### src/rtl/spi_max7219_receiver_if.sv
// spi_max7219_receiver_if
//   Groups the SPI pins and the decoded-word outputs of the MAX7219 frame
//   receiver.
//   master : drives cs_n/sck/mosi and observes the decoded word (test driver
//            or the display-link transmitter side).
//   slave  : the receiver. It samples cs_n/sck/mosi and drives word_valid,
//            word_addr, word_data and frame_err.
//
//   cs_n       SPI chip select, active low (asynchronous to clk)
//   sck        SPI serial clock, idle low (asynchronous to clk)
//   mosi       SPI data, sampled on sck rising edge, MSB first
//   word_valid one-cycle pulse per committed 16-bit frame
//   word_addr  address nibble of the last good frame
//   word_data  data byte of the last good frame
//   frame_err  one-cycle pulse per frame whose bit count was not 16
interface spi_max7219_receiver_if;
    logic       cs_n;
    logic       sck;
    logic       mosi;
    logic       word_valid;
    logic [3:0] word_addr;
    logic [7:0] word_data;
    logic       frame_err;

    modport master (
        output cs_n, sck, mosi,
        input  word_valid, word_addr, word_data, frame_err
    );

    modport slave (
        input  cs_n, sck, mosi,
        output word_valid, word_addr, word_data, frame_err
    );
endinterface

### src/rtl/spi_max7219_receiver.sv
// spi_max7219_receiver
//   Oversampled SPI slave that decodes MAX7219-style 16-bit frames and keeps a
//   shadow copy of the display controller registers. Nothing is clocked by
//   sck; the three SPI pins are synchronized to clk and edges are detected.
//
//   Parameters
//     SYNC_STAGES  synchronizer depth on cs_n/sck/mosi (must be >= 2)
//     ERR_CNT_W    width of the saturating frame-error counter
//
//   Ports
//     clk          system clock
//     res          synchronous reset, active low
//     bus          SPI pins in, decoded word / frame_err out (slave modport)
//     err_cnt      saturating count of frame_err pulses
//     frame_cnt    count of good frames, wraps
//     rd_addr      digit read select (0 -> digit 1 ... 7 -> digit 8)
//     rd_data      combinational read of the selected digit register
//     decode_mode  register 0x9
//     intensity    register 0xA[3:0]
//     scan_limit   register 0xB[2:0]
//     shutdown_n   register 0xC[0], 1 = normal operation
//     display_test register 0xF[0]
module spi_max7219_receiver #(
    parameter int SYNC_STAGES = 2,
    parameter int ERR_CNT_W   = 8
) (
    input  logic                      clk,
    input  logic                      res,
    spi_max7219_receiver_if.slave     bus,
    output logic [ERR_CNT_W-1:0]      err_cnt,
    output logic [15:0]               frame_cnt,
    input  logic [2:0]                rd_addr,
    output logic [7:0]                rd_data,
    output logic [7:0]                decode_mode,
    output logic [3:0]                intensity,
    output logic [2:0]                scan_limit,
    output logic                      shutdown_n,
    output logic                      display_test
);

    typedef enum logic [1:0] {
        WAIT_IDLE = 2'd0,
        IDLE      = 2'd1,
        SHIFT     = 2'd2
    } state_t;

    localparam logic [4:0] BIT_SAT = 5'd17;

    // ------------------------------------------------------------------
    // Synchronizers. All three pins get identical depth so the mosi bit
    // seen at the synchronized sck rising edge is the bit that was on the
    // pin when sck rose.
    // ------------------------------------------------------------------
    logic [SYNC_STAGES-1:0] cs_sync;
    logic [SYNC_STAGES-1:0] sck_sync;
    logic [SYNC_STAGES-1:0] mosi_sync;
    logic                   cs_hist;
    logic                   sck_hist;

    always_ff @(posedge clk) begin
        if (!res) begin
            cs_sync   <= '0;
            sck_sync  <= '0;
            mosi_sync <= '0;
            cs_hist   <= 1'b0;
            sck_hist  <= 1'b0;
        end else begin
            cs_sync   <= {cs_sync[SYNC_STAGES-2:0],   bus.cs_n};
            sck_sync  <= {sck_sync[SYNC_STAGES-2:0],  bus.sck};
            mosi_sync <= {mosi_sync[SYNC_STAGES-2:0], bus.mosi};
            cs_hist   <= cs_sync[SYNC_STAGES-1];
            sck_hist  <= sck_sync[SYNC_STAGES-1];
        end
    end

    logic cs_s, sck_s, mosi_s;
    logic cs_rise, cs_fall, sck_rise;

    assign cs_s     = cs_sync[SYNC_STAGES-1];
    assign sck_s    = sck_sync[SYNC_STAGES-1];
    assign mosi_s   = mosi_sync[SYNC_STAGES-1];
    assign cs_rise  =  cs_s & ~cs_hist;
    assign cs_fall  = ~cs_s &  cs_hist;
    assign sck_rise =  sck_s & ~sck_hist;

    // ------------------------------------------------------------------
    // Frame FSM, counters and register file
    // ------------------------------------------------------------------
    state_t      state;
    logic [4:0]  bit_cnt;
    logic [15:0] shift_reg;
    logic [7:0]  digit_reg [8];

    logic [3:0]  frm_addr;
    logic [7:0]  frm_data;
    logic [2:0]  digit_sel;
    logic [3:0]  unused_hi_nibble;

    assign frm_addr = shift_reg[11:8];
    assign frm_data = shift_reg[7:0];
    // Addresses 1..8 map to digit 0..7; the low three address bits minus one
    // give that mapping directly (8 = 3'b000 wraps to 7).
    assign digit_sel = shift_reg[10:8] - 3'd1;
    // Frame bits 15:12 carry no meaning for the controller.
    assign unused_hi_nibble = shift_reg[15:12];

    always_ff @(posedge clk) begin
        if (!res) begin
            state          <= WAIT_IDLE;
            bit_cnt        <= '0;
            shift_reg      <= '0;
            bus.word_valid <= 1'b0;
            bus.word_addr  <= '0;
            bus.word_data  <= '0;
            bus.frame_err  <= 1'b0;
            err_cnt        <= '0;
            frame_cnt      <= '0;
            decode_mode    <= '0;
            intensity      <= '0;
            scan_limit     <= '0;
            shutdown_n     <= 1'b0;
            display_test   <= 1'b0;
            for (int i = 0; i < 8; i++) digit_reg[i] <= '0;
        end else begin
            bus.word_valid <= 1'b0;
            bus.frame_err  <= 1'b0;

            case (state)
                // Coming out of reset cs_n may already be low mid-frame;
                // wait for the bus to go idle so that frame is never taken.
                WAIT_IDLE: begin
                    if (cs_s) state <= IDLE;
                end

                IDLE: begin
                    if (cs_fall) begin
                        state     <= SHIFT;
                        bit_cnt   <= '0;
                        shift_reg <= '0;
                    end
                end

                SHIFT: begin
                    // End of frame takes priority over a coincident sck edge.
                    if (cs_rise) begin
                        state <= IDLE;
                        if (bit_cnt == 5'd16) begin
                            bus.word_valid <= 1'b1;
                            bus.word_addr  <= frm_addr;
                            bus.word_data  <= frm_data;
                            frame_cnt      <= frame_cnt + 16'd1;
                            case (frm_addr)
                                4'h1, 4'h2, 4'h3, 4'h4,
                                4'h5, 4'h6, 4'h7, 4'h8: digit_reg[digit_sel] <= frm_data;
                                4'h9: decode_mode  <= frm_data;
                                4'hA: intensity    <= frm_data[3:0];
                                4'hB: scan_limit   <= frm_data[2:0];
                                4'hC: shutdown_n   <= frm_data[0];
                                4'hF: display_test <= frm_data[0];
                                default: ; // 0x0 no-op, 0xD/0xE unmapped
                            endcase
                        end else begin
                            bus.frame_err <= 1'b1;
                            if (err_cnt != '1) err_cnt <= err_cnt + ERR_CNT_W'(1);
                        end
                    end else if (sck_rise) begin
                        shift_reg <= {shift_reg[14:0], mosi_s};
                        // Saturating at 17 keeps "too long" distinct from 16.
                        if (bit_cnt != BIT_SAT) bit_cnt <= bit_cnt + 5'd1;
                    end
                end

                default: state <= WAIT_IDLE;
            endcase
        end
    end

    // Register-file write lands at the clock edge, so a same-cycle read
    // still returns the old digit value.
    assign rd_data = digit_reg[rd_addr];

endmodule

### src/flat_wrapper.sv
// flat-port wrapper written by rule: the top's interface ports become plain ports
module spi_max7219_receiver_flat 
#(
    parameter int SYNC_STAGES = 2,
    parameter int ERR_CNT_W   = 8
)
  (clk, res, err_cnt, frame_cnt, rd_addr, rd_data, decode_mode, intensity, scan_limit, shutdown_n, display_test, bus_cs_n, bus_sck, bus_mosi, bus_word_valid, bus_word_addr, bus_word_data, bus_frame_err);
  spi_max7219_receiver_if bus_i ();
  input  logic clk;
  input  logic res;
  output logic [ERR_CNT_W-1:0] err_cnt;
  output logic [15:0] frame_cnt;
  input  logic [2:0] rd_addr;
  output logic [7:0] rd_data;
  output logic [7:0] decode_mode;
  output logic [3:0] intensity;
  output logic [2:0] scan_limit;
  output logic shutdown_n;
  output logic display_test;
  input wire logic [$bits(bus_i.cs_n)-1:0] bus_cs_n;
  input wire logic [$bits(bus_i.sck)-1:0] bus_sck;
  input wire logic [$bits(bus_i.mosi)-1:0] bus_mosi;
  output wire logic [$bits(bus_i.word_valid)-1:0] bus_word_valid;
  output wire logic [$bits(bus_i.word_addr)-1:0] bus_word_addr;
  output wire logic [$bits(bus_i.word_data)-1:0] bus_word_data;
  output wire logic [$bits(bus_i.frame_err)-1:0] bus_frame_err;
  assign bus_i.cs_n = bus_cs_n;
  assign bus_i.sck = bus_sck;
  assign bus_i.mosi = bus_mosi;
  assign bus_word_valid = bus_i.word_valid;
  assign bus_word_addr = bus_i.word_addr;
  assign bus_word_data = bus_i.word_data;
  assign bus_frame_err = bus_i.frame_err;
  spi_max7219_receiver #(.SYNC_STAGES(SYNC_STAGES), .ERR_CNT_W(ERR_CNT_W)) u_core (.clk(clk), .res(res), .bus(bus_i), .err_cnt(err_cnt), .frame_cnt(frame_cnt), .rd_addr(rd_addr), .rd_data(rd_data), .decode_mode(decode_mode), .intensity(intensity), .scan_limit(scan_limit), .shutdown_n(shutdown_n), .display_test(display_test));
endmodule
### config.mk
export PLATFORM = sky130hd
export DESIGN_NAME = spi_max7219_receiver_flat
export DESIGN_NICKNAME = d
export VERILOG_FILES = /design/src/rtl/spi_max7219_receiver_if.sv /design/src/rtl/spi_max7219_receiver.sv /design/src/flat_wrapper.sv
export SDC_FILE = /design/constraint.sdc
export NUM_CORES = 1
export LEC_CHECK = 0
export CORE_ASPECT_RATIO = 1.2
export CORE_UTILIZATION = 40
export CTS_CLUSTER_SIZE = 28
export DETAILED_ROUTE_END_ITERATION = 12
export PLACE_DENSITY_LB_ADDON = 0.3
export SLEW_MARGIN = 5
export SYNTH_ARGS = -nofsm -noshare
export SYNTH_HDL_FRONTEND = slang
export SYNTH_SLANG_ARGS = --single-unit
### constraint.sdc
create_clock -name clk -period 3.5 [get_ports clk]
set_input_delay 0.7 -clock clk [delete_from_list [all_inputs] [get_ports clk]]
set_output_delay 0.7 -clock clk [all_outputs]
set_load 0.05 [all_outputs]
==> summary.txt, run 1 <==
STA
  • Fmax: 322 MHz
  • Setup Viol. Count Final: 0
  • Worst Skew: 7.19 ps
  • Least-Margin Pin Slew: 893 ps
  • Final Hold Vio Count: 0
  • Slew Viols, Final: 0
  • Period Utilization, post-route: 88.8%
  • RSZ-0062 raised after global routing: false
  • Sum Neg Setup Slack: 0 ps
  • Hold WS: 435 ps
  • Minimum clock period: 3110 ps
  • Max_slew headroom: 40.2%

Final layout
  • N_diodes: 0
  • Layout Cells excl Fill: 879
  • Layout cells sized above 1: 12.8%
  • NumNets Final: 678
  • Synthesis-to-layout area growth: 22.3%
  • Final Core Density: 50.8%
  • Fill count: 1381
  • Max reg flops: 64

Yosys
  • Synth Area in Simple Gates: 21.3%
  • Post-synthesis area per instance: 11.0 um^2
  • Area leader, netlist: edfxtp_1
  • Synthesized area: 6570 um^2
  • Yosys top cell area share: 29.3%
  • Post-synth EDFFs: 64
  • Post-synthesis mux area share: 11.0%
  • Yosys Warn Count: 0
  • XOR/XNOR Fraction of Synth Area: 0.933%
  • Largest family of logic cells by synthesized area: simple AND/OR/NAND/NOR gates
  • Top cells by area, synth: edfxtp_1 29%, dfxtp_1 25%, mux4_2 5.5%, mux2i_1 4.1%, and2_1 4.0%
  • Synthesized Nets: 617
  • Ys flop type: dfxtp_1
  • Seq cells post-synth: 146
  • Most numerous cell in the Yosys netlist: dfxtp_1
  • Synth Instances: 597
  • Synth Area in Adders: 2.29%
  • Cell variety after synth: 55
  • Top post-synthesis cells by count: 82 x dfxtp_1, 68 x nand2_1, 64 x edfxtp_1, 42 x and2_1, 37 x nand3_1
  • Asr flop ratio synth: 0%
  • Sequential fraction of the synthesis area: 54.2%
  • Compound-Gate Fraction of Synth Area: 6.84%

Clocking
  • Clock tree buffer depth: 2
  • Skew-Pair Late Insertion Delay: 420 ps
  • CTS buffer count: 17
  • H-tree levels: 4
  • CTS clk-pin slew, worst paths: 60 ps
  • Clock Sinks: 146
  • CTS tree: done
  • Cts repair resizes: 0
  • CTS Root Cell: clkbuf_16
  • Post-CTS Hold Buffers: 0
  • Post-CTS Setup Repair Bufs: 0

Global routing
  • GRT met1 Usage: 21.1%
  • Total gr overflow: 0
  • Vias in the first global route: 4686
  • Gr busiest metal: met2
  • First-pass GRT wire length: 24.6 mm
  • Initial antenna violation count: 0
  • Largest net degree at the start of global routing: 65
  • GR Layer Usage met2: 35.0%
  • Met3 Track Usage GR: 4.37%
  • All-layer global routing usage: 19.1%

Floorplanning
  • Die area: 16900 um^2
  • Core Rows: 50
  • Initial Util: 41.5%
  • Die Wd: 119 um
  • Die Y: 142 um
  • Core area: 15800 um^2
  • I/O Pins: 71

Placed design
  • Hpwl dp: 10.8 mm
  • Inst Count DP: 847
  • # port buffers: 70
  • RD Place Congestion: 0.804

Power
  • Pleak: 0.00288 uW
  • Int Pwr: 3140 uW
  • Logic pwr share: 10.3%
  • Sequential group share of total power: 45.2%
  • Pwr dens: 510 nW/um^2
  • Net Sw Frac: 23.4%
  • Clk pwr share: 44.4%
  • Peak supply drop: 0.000264 V
  • Net Sw Power: 958 uW

Drt
  • Detailed Routing Iterations Pass 1: 5
  • DRT iter0 DRCs: 362
  • WL/cell: 17.5 um
  • Vias per cell: 5.40
  • Post-route ant nets: 0
  • Routed via count: 4743
  • DRC errors left: 0
  • DRT Wirelength: 15.4 mm

Setup path
  • Req. time, crit path: 2800 ps
  • Critical Path End Type: output port
  • CP startpoint kind: input port
  • Crit Path Max Fanout: 16
  • Crit path DAT: 2410 ps
  • Critical path class: input port to output port

Status
  • Status: complete, no violations

Hold path
  • HP Class: register to register

Run
  • Total of max-cap violations: 0
==> cells in the final DEF (no fill, tap or decap), types with 8 or more instances in the layout <==
cell type and n:
buf_4 19, and2_1 42, ha_1 12, inv_1 14, a21oi_1 29, o31ai_1 14
o21ai_0 16, or4_1 13, clkbuf_16 19, edfxtp_1 64, nand4_1 9, mux4_2 16
dfxtp_1 82, nor2_1 28, and3_1 18, nand3_1 37, mux2_2 8, clkdlybuf4s50_1 61
mux2i_1 27, nand2_1 68
==> power groups by stage <==
stage                     Sequential, uW  Combinational [uW]  Clock (uW)
after CTS                           1860                 425        1850
after global routing                1860                 460        1920
after global placement              1890                 409           0
after floorplan                     1880                 332           0
after detailed placement            1890                 424           0
final                               1860                 424        1820
==> final timing paths <==
kind	start	to	slack, ps	depth (start not counted)
worst min register to register	u_core.mosi_sync[0]	u_core.mosi_sync[1]	430	1
worst min-delay path	u_core.mosi_sync[0]	u_core.mosi_sync[1]	430	1
worst max register to register	u_core.shift_reg[8]	u_core.digit_reg[5][6]	520	6
worst max-delay path	rd_addr[0]	rd_data[5]	390	5
==> metrics by stage <==
step                cell area (um^2)  worst slack (ps)  total power [uW]
floorplan                       6570               663              2210
global route                    8040               295              4240
CTS                             8040               382              4130
global placement                7440               430              2300
finish                          8040               390              4100
detailed placement              7440               394              2320
==> worst max-delay path, cell delays in order <==
cell and delay (ps):
clkdlybuf4s50_1 520, buf_12 190, mux4_2 520, mux2_2 290
buf_4 190
==> routing by layer <==
metal / up-vias / wire length, um
met5: - / 0
met4: 0 / 316
met3: 26 / 642
met2: 109 / 8320
met1: 2331 / 6130
li1: 2277 / -
==> logic make-up after synthesis <==
family | Yosys count
simple gates | 254
buf+inv | 54
xor+xnor | 7
flops | 146
mux | 51
fa+ha+maj | 12
compound gates | 73
==> final cells by class <==
type,instances,area (um^2),area share [%]
repair buffers,82,778,9.68
inverters,14,52.6,0.654
flip-flops and latches,146,3560,44.3
clock inverters,10,104,1.29
clock buffers,22,497,6.18
multi-input cells,397,2780,34.6
well taps,208,260,3.24
Power figures use the tool's default switching activity.
==> run 2: changes to the inputs <==
--- a/config.mk
+++ b/config.mk
@@ -6,7 +6,8 @@
 export NUM_CORES = 1
 export LEC_CHECK = 0
 export CORE_ASPECT_RATIO = 1.2
-export CORE_UTILIZATION = 40
+export CORE_UTILIZATION = 56
+export CTS_CLUSTER_DIAMETER = 120
 export CTS_CLUSTER_SIZE = 28
 export DETAILED_ROUTE_END_ITERATION = 12
 export PLACE_DENSITY_LB_ADDON = 0.3
==> run 2 against run 1 <==
  * Final area shrank 0.54%
  * Final cell count shrank 6.0%
  * Die area shrank 28%
  * Total power grew 1.3%
  * Critical path depth is the same
  * Largest power group is now the clock network
  * Highest routed layer unchanged
==> summary.txt, run 2 (synthesis results as in run 1) <==
Final layout
  • Max reg flops: 64
  • Highest-count cells in the layout ignoring fill and taps: 82 x dfxtp_1, 68 x nand2_1, 64 x edfxtp_1
  • NumNets Final: 679
  • N_diodes: 0
  • Synthesis-to-layout area growth: 21.7%
  • Final Core Density: 71.1%
  • Cell area after layout: 7990 um^2
  • Commonest non-fill, non-tap cell in the layout: dfxtp_1
  • Layout cells sized above 1: 12.8%

Setup path
  • Worst r2r path cells: 7
  • Crit Path Max Fanout: 16
  • Critical path class: input port to output port
  • Reg-to-reg critical path endpoint: u_core.digit_reg[5][1]
  • FF-to-FF Start: u_core.shift_reg[8]
  • Critical Path End Type: output port
  • Req. time, crit path: 2800 ps
  • CP startpoint kind: input port
  • Crit path DAT: 2390 ps
  • R2r setup slk: 600 ps

Status
  • Status: complete, no violations

Clocking
  • CTS tree: done
  • Post-CTS Setup Repair Bufs: 0
  • Post-CTS Hold Buffers: 0
  • CTS Root Cell: clkbuf_16
  • Cts repair resizes: 0
  • Clock Sinks: 146
  • CTS buffer count: 17
  • CTS clk-pin slew, worst paths: 60 ps
  • Skew-Pair Late Insertion Delay: 420 ps
  • H-tree levels: 4
  • Clock tree buffer depth: 2

Placed design
  • Hpwl dp: 10.3 mm
  • RD Place Congestion: 0.847
  • Placed Area: 7380 um^2
  • DP Worst Slack: 418 ps
  • # port buffers: 70

Drt
  • DRT iter0 DRCs: 269
  • Detailed Routing Iterations Pass 1: 5
  • DRC errors left: 0
  • Vias per cell: 5.73
  • M1 WL: 5.82 mm
  • WL/cell: 18.1 um
  • Post-route ant nets: 0
  • Top sig layer: met4
  • DRT Wirelength: 14.9 mm
  • DR WL met3: 700 um
  • Routed via count: 4732
  • Met2 routed WL: 7.99 mm

STA
  • Fmax: 324 MHz
  • Least-Margin Pin Slew: 947 ps
  • Final Hold Vio Count: 0
  • Worst Skew: 9.64 ps
  • Minimum clock period: 3090 ps
  • Slew Viols, Final: 0
  • Sum Neg Setup Slack: 0 ps
  • Fin worst setup slack: 412 ps
  • Setup Viol. Count Final: 0
  • Max_slew headroom: 36.6%
  • Period Utilization, post-route: 88.2%
  • RSZ-0062 raised after global routing: false

Global routing
  • All-layer global routing usage: 25.7%
  • Largest net degree at the start of global routing: 66
  • Vias in the first global route: 4628
  • Initial antenna violation count: 1
  • First-pass GRT wire length: 23.3 mm
  • Total gr overflow: 0

Hold path
  • Worst Hold Depth: 1
  • Min-Delay Endpoint: u_core.sck_sync[1]
  • HP Class: register to register
  • Hold_sp: u_core.sck_sync[0]

Floorplanning
  • I/O Pins: 71
  • Core Rows: 42
  • Die Wd: 101 um
  • Core area: 11200 um^2
  • Die area: 12200 um^2
  • Die Y: 121 um
  • Initial Util: 58.4%

Power
  • Pleak: 0.00288 uW
  • Pwr dens: 520 nW/um^2
  • Overall power: 4160 uW
  • Peak supply drop: 0.000319 V

Run
  • Total of max-cap violations: 0
-- run 2: area by class of cell --
type | instances | area (um^2)
Timing Repair Buffer | 83 | 786
Inverter | 14 | 52.6
Clock inverter | 13 | 184
Fill cell | 818 | 3250
Multi-Input combinational cell | 397 | 2780
Tap cell | 154 | 193
Clock buffer | 19 | 433
Sequential cell | 146 | 3560
-- run 2: worst max-delay path by stage --
stage	slack (ps)	to	cells after the start	from
detailed placement	420	rd_data[7]	5	rd_addr[0]
global placement	430	rd_data[5]	5	rd_addr[0]
floorplan	660	u_core.digit_reg[6][0]	8	u_core.shift_reg[8]
CTS	400	rd_data[7]	5	rd_addr[0]
finish	410	rd_data[7]	5	rd_addr[0]
global route	380	rd_data[4]	5	rd_addr[0]
-- run 2: critical path: stages --
cell and delay, ps:
clkdlybuf4s50_1 510, buf_12 180, mux4_2 510, mux2_2 290, buf_4 190
-- run 2: per-layer routing --
layer / track usage [%] / up-vias
met5: 0 / -
met4: 10.6 / 0
met3: 5.49 / 28
met2: 46.7 / 149
met1: 29.0 / 2286
li1: - / 2269
-- run 2: through the flow --
| stage | std cells | hold WS [ps] |
|---|---|---|
| 3_5_place_dp | 794 | 422 |
| 6_report | 826 | 430 |
| 3_3_place_gp | 794 | 416 |
| 2_1_floorplan | 597 | 412 |
| 4_1_cts | 826 | 435 |
| 5_1_grt | 826 | 458 |
-- run 2: power by group --
| part | switching (uW) | internal, uW |
|---|---|---|
| clock | 687 | 1190 |
| combinational | 247 | 174 |
| sequential | 27.6 | 1830 |
| total | 962 | 3190 |
==> run 3: changes to the inputs <==
==> constraint.sdc (replaced) <==
create_clock -name clk -period 3.5 [get_ports clk]
set_input_delay 0.7 -clock clk [delete_from_list [all_inputs] [get_ports clk]]
set_output_delay 0.7 -clock clk [all_outputs]
set_load 0.01 [all_outputs]
==> run 3 against run 2 <==
  * Clock power hardly changed
  * Register-to-register slack better by 20 ps
  * Sequential power hardly changed
  * Largest power group is now sequential cells
==> summary.txt, run 3 (synthesis results as in run 1) <==
Final layout
  • Fill count: 831
  • Multi-input gate area: 2780 um^2
  • Register area: 3560 um^2
  • Synthesis-to-layout area growth: 21.9%
  • Layout cells sized above 1: 11.9%
  • Highest-count cells in the layout ignoring fill and taps: 82 x dfxtp_1, 69 x clkdlybuf4s50_1, 68 x nand2_1
  • NumNets Final: 679
  • Commonest non-fill, non-tap cell in the layout: dfxtp_1
  • Max reg flops: 64
  • Cell area after layout: 8010 um^2

Clocking
  • CTS buffer count: 17
  • Post-CTS Setup Repair Bufs: 0
  • Skew-Pair Late Insertion Delay: 420 ps
  • Clock tree buffer depth: 2
  • Post-CTS Hold Buffers: 0
  • Clock Sinks: 146
  • H-tree levels: 4
  • Cts repair resizes: 0
  • CTS tree: done
  • CTS clk-pin slew, worst paths: 60 ps
  • CTS Root Cell: clkbuf_16

STA
  • Max_slew headroom: 38.4%
  • RSZ-0062 raised after global routing: false
  • Sum Neg Setup Slack: 0 ps
  • Slew Viols, Final: 0
  • Final Hold Vio Count: 0
  • Setup Viol. Count Final: 0
  • Period Utilization, post-route: 96.7%
  • Minimum clock period: 3390 ps
  • Least-Margin Pin Slew: 920 ps
  • Fmax: 295 MHz
  • Worst Skew: 7.71 ps

Drt
  • Post-route ant nets: 0
  • DRC errors left: 0
  • Vias per cell: 5.70
  • DRT iter0 DRCs: 331
  • WL/cell: 18.2 um
  • Detailed Routing Iterations Pass 1: 5
  • DRT Wirelength: 15.0 mm
  • Routed via count: 4716

Run
  • Total of max-cap violations: 0

Setup path
  • CP startpoint kind: input port
  • CP top delay family: buffers and inverters
  • Number of buffers and inverters on the critical path: 3
  • Reg-to-reg critical path endpoint: u_core.digit_reg[5][7]
  • Slowest stage cell, crit path: clkdlybuf4s50_1
  • Critical path depth: 5
  • Critical Path End Type: output port
  • R2r setup slk: 620 ps
  • FF-to-FF Start: u_core.shift_reg[8]
  • Crit path to: rd_data[0]
  • Req. time, crit path: 2800 ps
  • Worst r2r path cells: 7
  • Critical path, cell by cell: clkdlybuf4s50_1, buf_12, mux4_2, mux2_2, clkdlybuf4s50_1
  • Setup crit start: rd_addr[0]
  • Crit Path Max Fanout: 16
  • Cell repeated most along the worst path: clkdlybuf4s50_1
  • Crit path DAT: 2690 ps
  • CP max stage delay: 520 ps
  • Critical path class: input port to output port

Hold path
  • Hold_sp: u_core.cs_sync[0]
  • HP Class: register to register

Global routing
  • Vias in the first global route: 4519
  • Total gr overflow: 0
  • First-pass GRT wire length: 23.3 mm
  • Largest net degree at the start of global routing: 65
  • Initial antenna violation count: 1
  • All-layer global routing usage: 25.7%

Floorplanning
  • Die Wd: 101 um
  • Die Y: 121 um
  • Initial Util: 58.4%
  • Die area: 12200 um^2
  • Core area: 11200 um^2
  • I/O Pins: 71
  • Core Rows: 42

Status
  • Status: complete, no violations

Power
  • Pleak: 0.00287 uW
  • Peak supply drop: 0.000392 V
  • Pwr dens: 511 nW/um^2
  • Overall power: 4090 uW

Placed design
  • Placed Area: 7400 um^2
  • Hpwl dp: 10.2 mm
  • RD Place Congestion: 0.889
  • # port buffers: 70
## run 3: cell types whose count changed in the layout (fill, tap and decap cells not counted), sizes merged
| cell | change |
|---|---|
| buf | -8 |
| bufinv | -1 |
| clkbuf | -2 |
| clkdlybuf4s50 | +8 |
| clkinv | +2 |
| diode | +1 |
| inv | +1 |
## run 3: worst min-delay path by stage
| stage | to | cells after the start |
|---|---|---|
| after global routing | u_core.cs_sync[1] | 1 |
| after detailed placement | u_core.cs_sync[1] | 1 |
| after global placement | u_core.sck_sync[1] | 1 |
| after CTS | u_core.cs_sync[1] | 1 |
| final | u_core.cs_sync[1] | 1 |
| after floorplan | u_core.cs_sync[1] | 1 |
## run 3: stage by stage
step | cells | hold slack (ps) | worst slack, ps | util, %
after floorplan | 597 | 412 | 663 | -
after global placement | 794 | 416 | 150 | 65.8
final | 827 | 437 | 114 | 71.2
after CTS | 826 | 437 | 98.8 | 71.2
after detailed placement | 794 | 422 | 110 | 65.8
after global routing | 826 | 465 | 57.5 | 71.2
## run 3: final cells by class
cell class	instances	area share, %
antenna	1	0.0313
clock buffer	17	5.31
clock inverter	15	2.28
inverter	14	0.656
multi-input combinational	397	34.8
sequential	146	44.5
tap	154	2.41
timing repair buffer	83	10.1
## run 3: where the power goes
part | leakage [uW] | switching [uW] | total, uW | internal, uW
combinational | 0.00131 | 205 | 383 | 178
clock | 0.000288 | 728 | 1860 | 1130
sequential | 0.00127 | 29.0 | 1860 | 1830
## run 3: layer usage
layer	routed length [um]	up-vias	global-route usage, %
met3	581	31	6.24
met2	7810	110	44.2
met1	6180	2293	30.8
met4	470	0	10.5
met5	0	-	0
li1	-	2282	-
==> edit: new RTL, flow settings as in run 3 <==
Register the output `frame_cnt` once more; this adds one clock of latency there. The other outputs are not delayed to match.
--- a/src/rtl/spi_max7219_receiver.sv
+++ b/src/rtl/spi_max7219_receiver.sv
@@ -45,6 +45,8 @@
     } state_t;
 
     localparam logic [4:0] BIT_SAT = 5'd17;
+
+    logic [15:0] frame_cnt_s0;
 
     // ------------------------------------------------------------------
     // Synchronizers. All three pins get identical depth so the mosi bit
@@ -114,7 +116,7 @@
             bus.word_data  <= '0;
             bus.frame_err  <= 1'b0;
             err_cnt        <= '0;
-            frame_cnt      <= '0;
+            frame_cnt_s0   <= '0;
             decode_mode    <= '0;
             intensity      <= '0;
             scan_limit     <= '0;
@@ -148,7 +150,7 @@
                             bus.word_valid <= 1'b1;
                             bus.word_addr  <= frm_addr;
                             bus.word_data  <= frm_data;
-                            frame_cnt      <= frame_cnt + 16'd1;
+                            frame_cnt_s0   <= frame_cnt_s0 + 16'd1;
                             case (frm_addr)
                                 4'h1, 4'h2, 4'h3, 4'h4,
                                 4'h5, 4'h6, 4'h7, 4'h8: digit_reg[digit_sel] <= frm_data;
@@ -179,5 +181,9 @@
     // still returns the old digit value.
     assign rd_data = digit_reg[rd_addr];
 
+    always_ff @(posedge clk) begin
+        frame_cnt <= frame_cnt_s0;
+    end
+
 endmodule
 
Behaviour: same outputs for any inputs over 4 cycles, from zero or initial values; that may be too few to reach the edited logic, so the function may still have changed.
==> edit against run 3 <==
Critical path depth unchanged. Worst setup slack got worse by 0.032 ns. Global-route usage decreased by 0.15 points. Count of clock-buffer cells in the layout increased by 2. Synthesized area increased by 3.5%. Fmax decreased by 0.94%. Synthesized cell count increased by 1.0%. Sequential cell count increased by 16. Power decreased by 0.35%. Largest power group unchanged. Clock skew decreased by 0.0033 ns. Design area increased by 3.3%. Wire length increased by 0.64%. Combinational power decreased by 43%.
==> edit: results (changes against run 3) <==
power_leakage_nw: 2.93  # +2.4%
clock_latency_ns: 0.42  # about the same
synth_edf_count: 64  # unchanged
async_reset_ff_frac: 0  # unchanged
n_antenna_cell: 0  # -1
grt_util_met3: 0.0410  # -0.0214
dr.pass1.iters: 5  # unchanged
drt_iter0_markers: 234  # -29%
grt-ovfl-total: 0  # unchanged
htree_levels: 4  # unchanged
critPathMaxFanout: 16  # unchanged
yosysSeqAreaShare: 0.571  # +0.0286
syn-num-nets: 623  # +0.97%
outcome: "complete, no violations"
met2_usage: 0.482  # +0.0395
highest_layer: "met4"
synth_top_area_frac: 0.288  # -0.00407
ir_drop_v: 0.000360  # -8.2%
switching_share: 0.219  # -0.0158
yosys_warnings: 0  # unchanged
cp.arrival_ns: 2.72  # +0.03 ns
worst_pin_slew_ns: 0.946  # +0.0261 ns
synth_area_leaders: "dfxtp_1, edfxtp_1, and2_1"
dpl.hpwl_mm: 10.6  # +4.0%
dr_wl_met2_mm: 8.46  # +8.3%
wl_met3_um: 606  # +4.3%
grt_pass1_vias: 4684  # +3.7%
grt_pass1_wl_mm: 23.6  # +1.3%
ys_top_cells_by_count: "dfxtp_1, and2_1, nand2_1"
cpPeakStageDelay_ns: 0.52  # about the same
largest_register_ffs: 64  # unchanged
pre_cts_ws_ns: 0.0758  # -0.0343 ns
cp_top_family: "buffers and inverters"
final_layout_size_suffix_gt1_frac: 0.110  # -0.00908
wl_met1_mm: 5.72  # -7.3%
grt_util_all_layers: 0.256  # -0.00154
grt_use_met1: 0.275  # -0.0323
synth.distinct_cells: 49  # -11%
port_buffers: 70  # unchanged
drt_wl_total_mm: 15.1  # +0.64%
place_inst: 807  # +1.6%
antenna_found_initial: 0  # -1
postCtsSetupRepairBufs: 0  # unchanged
cp_slowest_cell: "mux4_2"
clkTransAtPathRegs_ns: 0.06  # about the same
grt_max_degree: 53  # -18%
gp_congestion: 0.899  # +1.1%
avgViaCountPerCell: 5.73  # +0.53%
fin_worst_skew_ns: 0.00445  # -0.00326 ns
place_area_um2: 7670  # +3.7%
n_fill_cell: 820  # -1.3%
avgRoutedWirePerCell_um: 18.0  # -0.79%
synth_cells: 603  # +1.0%
layout.nets: 689  # +1.5%
==> edit: changes by cell type after synthesis, moves of 11 or more <==
cell | run 3 | this run
nor4_1 | 1 | 12
a21oi_1 | 29 | 40
nand4_1 | 9 | 21
nand3_1 | 37 | 12
and2_1 | 42 | 73
and3_1 | 18 | 1
dfxtp_1 | 82 | 98
nor2_1 | 28 | 11
==> edit: worst paths after layout <==
kind / slack [ns] / from / depth (start not counted) / end
worst max register to register: 0.80 / u_core.state[0] / 7 / u_core.digit_reg[3][4]
worst max-delay path: 0.08 / rd_addr[0] / 5 / rd_data[0]
worst min register to register: 0.37 / u_core.frame_cnt_s0[15] / 0 / u_core.frame_cnt[15]
worst min-delay path: 0.37 / u_core.frame_cnt_s0[15] / 0 / u_core.frame_cnt[15]
==> edit: kinds of logic after synthesis <==
logic type | after synthesis | share of synthesized area
multiplexers | 45 | 0.0971
AND/OR/NAND/NOR | 244 | 0.200
XOR/XNOR | 11 | 0.0142
buffers and inverters | 50 | 0.0281
flip-flops | 162 | 0.571
adder cells (fa/ha/maj) | 12 | 0.0221
AO/OA/AOI/OAI | 79 | 0.0673
==> edit: power by group through the flow <==
stage	Combinational (mW)	Clock, mW	Sequential, mW
after global routing	0.238	1.94	2.03
after floorplan	0.152	0	2.05
after global placement	0.207	0	2.06
final	0.219	1.83	2.03
after detailed placement	0.217	0	2.07
after CTS	0.218	1.86	2.03
==> edit: final cells by class <==
| cell class | count | area [µm²] | share of cell area |
|---|---|---|---|
| clock buffer | 19 | 443 | 0.0536 |
| timing repair buffer | 85 | 821 | 0.0993 |
| tap | 157 | 196 | 0.0238 |
| clock inverter | 13 | 153 | 0.0185 |
| sequential | 162 | 3880 | 0.470 |
| multi-input combinational | 391 | 2730 | 0.330 |
| inverter | 12 | 45.0 | 0.00545 |
